==> src/rtl/sdram_port_responder.sv <==
// Responder side of the toggle-handshake memory port: captures one pending access,
// requests a memory slot, performs a masked write or a read, then toggles port_ack.
module sdram_port_responder #(
  parameter int AW      = 23,
  parameter int DW      = 16,
  parameter int TIMEOUT = 1024
) (
  input  logic            clk_sys,
  input  logic            reset_n,
  input  logic            port_req,
  output logic            port_ack,
  input  logic [AW-1:0]   port_a,
  input  logic [DW/8-1:0] port_ds,
  input  logic            port_we,
  input  logic [DW-1:0]   port_d,
  output logic [DW-1:0]   port_q,
  output logic            mem_req,
  input  logic            mem_gnt,
  output logic [AW-1:0]   mem_addr,
  output logic [DW/8-1:0] mem_ds,
  output logic            mem_we,
  output logic [DW-1:0]   mem_d,
  input  logic [DW-1:0]   mem_q,
  input  logic            mem_qv,
  output logic            busy,
  output logic            err_timeout,
  input  logic            err_clr
);

  localparam int BW = DW / 8;
  localparam int TW = (TIMEOUT > 32'sd0) ? $clog2(TIMEOUT + 32'sd1) : 32'sd1;
  localparam logic [TW-1:0] T_LAST = TW'((TIMEOUT > 32'sd0) ? TIMEOUT - 32'sd1 : 32'sd0);
  localparam logic [TW-1:0] T_MAX  = {TW{1'b1}};
  localparam logic          TO_EN  = (TIMEOUT > 32'sd0);

  typedef enum logic [1:0] {
    ST_IDLE    = 2'd0,
    ST_ISSUE   = 2'd1,
    ST_WAIT_RD = 2'd2
  } state_t;

  state_t          state_r, state_s;
  logic            tag_r, tag_s;
  logic [TW-1:0]   timer_r, timer_s;
  logic            ack_r, ack_s;
  logic [DW-1:0]   q_r, q_s;
  logic            req_r, req_s;
  logic [AW-1:0]   addr_r, addr_s;
  logic [BW-1:0]   ds_r, ds_s;
  logic            we_r, we_s;
  logic [DW-1:0]   d_r, d_s;
  logic            err_r, err_s;
  logic            err_set_s;
  logic            busy_r, busy_s;
  logic            timeout_hit_s;

  assign timeout_hit_s = TO_EN && (timer_r == T_LAST);

  // Next-state, timer and output-register decode.
  always_comb begin
    state_s   = state_r;
    tag_s     = tag_r;
    timer_s   = (timer_r == T_MAX) ? timer_r : timer_r + TW'(1'b1);
    ack_s     = ack_r;
    q_s       = q_r;
    req_s     = req_r;
    addr_s    = addr_r;
    ds_s      = ds_r;
    we_s      = we_r;
    d_s       = d_r;
    err_set_s = 1'b0;
    case (state_r)
      ST_IDLE: begin
        timer_s = '0;
        if (port_req != ack_r) begin
          addr_s = port_a;
          ds_s   = port_ds;
          we_s   = port_we;
          d_s    = port_d;
          tag_s  = port_req;
          if (port_we && (port_ds == {BW{1'b0}})) begin
            ack_s   = port_req;
            state_s = ST_IDLE;
          end else begin
            state_s = ST_ISSUE;
            req_s   = 1'b1;
          end
        end else begin
          state_s = ST_IDLE;
        end
      end
      ST_ISSUE: begin
        if (mem_gnt) begin
          req_s   = 1'b0;
          timer_s = '0;
          if (we_r) begin
            ack_s   = tag_r;
            state_s = ST_IDLE;
          end else begin
            state_s = ST_WAIT_RD;
          end
        end else if (timeout_hit_s) begin
          req_s     = 1'b0;
          timer_s   = '0;
          err_set_s = 1'b1;
          ack_s     = tag_r;
          state_s   = ST_IDLE;
        end else begin
          state_s = ST_ISSUE;
        end
      end
      ST_WAIT_RD: begin
        if (mem_qv) begin
          q_s     = mem_q;
          ack_s   = tag_r;
          timer_s = '0;
          state_s = ST_IDLE;
        end else if (timeout_hit_s) begin
          err_set_s = 1'b1;
          ack_s     = tag_r;
          timer_s   = '0;
          state_s   = ST_IDLE;
        end else begin
          state_s = ST_WAIT_RD;
        end
      end
      default: begin
        state_s = ST_IDLE;
        req_s   = 1'b0;
        timer_s = '0;
      end
    endcase
    // set wins over a simultaneous clear
    if (err_set_s) begin
      err_s = 1'b1;
    end else if (err_clr) begin
      err_s = 1'b0;
    end else begin
      err_s = err_r;
    end
    busy_s = (state_s != ST_IDLE);
  end

  // State and output registers.
  always_ff @(posedge clk_sys or negedge reset_n) begin
    if (!reset_n) begin
      state_r <= ST_IDLE;
      tag_r   <= 1'b0;
      timer_r <= '0;
      ack_r   <= 1'b0;
      q_r     <= '0;
      req_r   <= 1'b0;
      addr_r  <= '0;
      ds_r    <= '0;
      we_r    <= 1'b0;
      d_r     <= '0;
      err_r   <= 1'b0;
      busy_r  <= 1'b0;
    end else begin
      state_r <= state_s;
      tag_r   <= tag_s;
      timer_r <= timer_s;
      ack_r   <= ack_s;
      q_r     <= q_s;
      req_r   <= req_s;
      addr_r  <= addr_s;
      ds_r    <= ds_s;
      we_r    <= we_s;
      d_r     <= d_s;
      err_r   <= err_s;
      busy_r  <= busy_s;
    end
  end

  assign port_ack    = ack_r;
  assign port_q      = q_r;
  assign mem_req     = req_r;
  assign mem_addr    = addr_r;
  assign mem_ds      = ds_r;
  assign mem_we      = we_r;
  assign mem_d       = d_r;
  assign busy        = busy_r;
  assign err_timeout = err_r;

endmodule

==> config.mk <==
export PLATFORM = sky130hd
export DESIGN_NAME = sdram_port_responder
export DESIGN_NICKNAME = d
export VERILOG_FILES = /design/src/rtl/sdram_port_responder.sv
export SDC_FILE = /design/constraint.sdc
export NUM_CORES = 1
export LEC_CHECK = 0
export BUFFER_PORTS_ARGS = -buffer_cell sky130_fd_sc_hd__buf_2
export CORE_UTILIZATION = 55
export CTS_BUF_LIST = sky130_fd_sc_hd__clkbuf_4
export DETAILED_ROUTE_END_ITERATION = 12
export PLACE_DENSITY_LB_ADDON = 0.25
export SLEW_MARGIN = 10
export SYNTH_ARGS = -nofsm -noshare
export SYNTH_HDL_FRONTEND = slang
export SYNTH_SLANG_ARGS = --single-unit
==> constraint.sdc <==
create_clock -name clk_sys -period 5.1 [get_ports clk_sys]
set_clock_uncertainty 0.05 [all_clocks]
set_input_delay 0.765 -clock clk_sys [delete_from_list [all_inputs] [get_ports clk_sys]]
set_output_delay 0.765 -clock clk_sys [all_outputs]
set_load 0.02 [all_outputs]
==> impl_results.md <==
* Mapped Nets at 301
* Synth warnings at 0
* Internal reg-to-reg setup slack at about 2.8 ns
* Antenna violations before repair at 0
* Critical Path RT at roughly 5.3 ns
* Die height at 80.3 µm
* Post-DRT Antenna Nets at 0
* Setup repair bufs after CTS at 0
* Critical Path AT at between 2 and 3 ns
* Register bit total from synthesis at 76
* Final Wtd Congestion at 0.834
* Starting DRT DRC Count at between 100 and 150
* Clk network pwr share at 0.126
* TNS Setup at 0 ns
* Drt pass-1 iters at 6
* Routed via count at 2381
* Cell internal pwr at roughly 1700 µW
* Minimum clock period at around 2.3 ns
* Hold_buf cts at 0
* Main synth FF type: dfrtp_1
* Cell Pwr Density at ~660 nW/µm²
* Nets at ~430
* Num rows at 28
* Setup violators final at 0
* Gate power share at 0.507
* Clock Pin Slew Worst Setup and Hold Paths at ~0.11 ns
* Post-Place Cell Area at 4050 µm²
* Netlist Area Pre-Place at 3380 µm²
* Final Hold Slack at between 0.4 and 0.5 ns
* RSZ-0062 raised after global routing: false
* CP max stage delay at 0.50 ns
* DRC at 0
* Crit-path slowest cell: buf_4
* Worst-Margin Slew at 0.923 ns
* Chip width at between 80 and 90 µm
* H-tree levels at 3
* Sequential Power Share at 0.368
* Die Area at ~6500 µm²
* Ys async rst share at 1.00
* Hold WC Path Type: primary input to asynchronous set/reset pin
* Worst path top cell family by delay: buffers and inverters
* Status: completed
* Post-synth EDFFs at 0
* # fillers at about 450
* Buf+Inv Stages, Crit Path at 2
* Most frequent cells in the layout: 124 x buf_2, 76 x dfrtp_1, 40 x mux2_4, 18 x mux2_2, 10 x clkbuf_4
* Commonest non-fill, non-tap cell in the layout: buf_2
* Share of cells above drive strength 1 at 0.561
* Count of final max-slew check failures at 0
* Dpl hpwl at 4800 µm
* Max_slew headroom at 0.384
* DR WL/cell at about 15 µm
* Crit end category: flip-flop
* Yosys top cell by area: dfrtp_1
* Syn_area_per_cell at 14.6 µm²
* Hold Vio Cnt, Final at 0
* Clk buf depth at 2
* Post-Route WL at about 6800 µm
* Largest net degree at the start of global routing at 77
* GRT Total Usage at 0.216
* Worst Setup Path Type: flip-flop to flip-flop
* First-pass GRT wire length at about 10000 µm
* Clock Tree Root: clkbuf_4
* Congestion Overflow GR at 0
* Register area share after synthesis at 0.563
* Leak at 0.00213 µW
* Ranking of synthesized cells by area: dfrtp_1 56%, mux2_4 18%, mux2_2 6.0%
* Antenna diode count at 0
* VDD IR-drop max at between 500 and 600 µV
* Core region area at 5920 µm²
* Critical-path cell list: inv_1, ha_1, nand2_2, buf_4, mux2_4
* Starting Density at 0.570
* Net Switching at 1060 µW
* Yosys cell types at between 40 and 50
* Startpoint type of the worst setup path: flip-flop
* Vias in the first global route at 2232
* Synth top area share at 0.563
* Port buffer count at roughly 130
* Final Cell Area at roughly 4200 µm²
* Final Cycle Share at 0.444
* CTS buffer count at 9
* Sw frac at 0.383
* Clock sink count at 76
* Layout area overhead at 23.8%
* Vias/cell at between 5 and 6
* Max Cap Viol at 0
* Mapped Cells at about 230
* I/O pins at approximately 130
* Worst Path Max Fanout at 24
* Post-cts resize count at 0
* Max Fclk at ~440 MHz
* TritonCTS clock tree: done
* Clock latency on the worst-skew pair at around 0.40 ns
==> area by class of cell <==
class	count	area [µm²]	share of cell area
timing repair buffer	126	636	0.152
tap	75	93.8	0.0225
clock buffer	10	75.1	0.0180
inverter	5	18.8	0.00449
multi-input combinational	145	1400	0.335
clock inverter	5	53.8	0.0129
sequential	76	1900	0.455
==> flip-flops by register name, indices dropped and copies added, names as in the netlist <==
register,cells
mem_addr,23
mem_d,16
port_q,16
timer_r,11
mem_ds,2
state_r,2
busy,1
err_timeout,1
mem_req,1
mem_we,1
port_ack,1
tag_r,1
==> metal layers <==
layer | up-vias | GRT usage | part of all wire
met4 | 0 | 0.0982 | 0.0097
li1 | 1116 | - | -
met3 | 6 | 0.0489 | 0.058
met1 | 1160 | 0.294 | 0.44
met5 | - | 0 | 0
met2 | 99 | 0.329 | 0.49
==> cell families after synthesis <==
logic type,Yosys count,synth area share
AOI/OAI and AO/OA,34,0.0675
xor gates and xnor gates,2,0.00519
adders and majority gates,5,0.0185
buffers and inverters,11,0.0219
DFF,76,0.563
muxes,58,0.238
and+or+nand+nor,46,0.0856
==> final timing paths <==
path / cells past startpoint / from / endpoint
max: 5 / state_r[0] / mem_addr[0]
min in group clk_sys: 1 / port_q[4] / port_q[4]
max reg2reg: 5 / state_r[0] / mem_addr[0]
min: 1 / reset_n / timer_r[3]
max in group asynchronous: 1 / reset_n / port_q[0]
min reg2reg: 1 / port_q[4] / port_q[4]
==> cells in the mapped netlist, drive strengths merged (5+ instances only) <==
library cell	number
dfrtp	76
mux2	58
nand2	10
a21oi	8
buf	6
nor2	6
a31oi	5
ha	5
inv	5
nand3	5
o21ai	5
==> per-stage QoR <==
stage,worst slack [ns],utilization,power [µW],std cells
floorplan,3.19,-,2070,232
global placement,2.57,0.684,2390,427
finish,2.83,0.706,2770,442
global route,2.71,0.706,2920,442
detailed placement,2.50,0.684,2440,427
CTS,2.82,0.706,2790,442
==> power groups by stage <==
stage,Sequential [µW],Clock (µW),Combinational [µW]
5_1_grt,1050,384,1490
6_report,1020,347,1400
2_1_floorplan,1320,0,743
3_5_place_dp,1020,0,1420
3_3_place_gp,1020,0,1380
4_1_cts,1020,355,1420
Note: power is estimated with default switching activity, not from simulation.
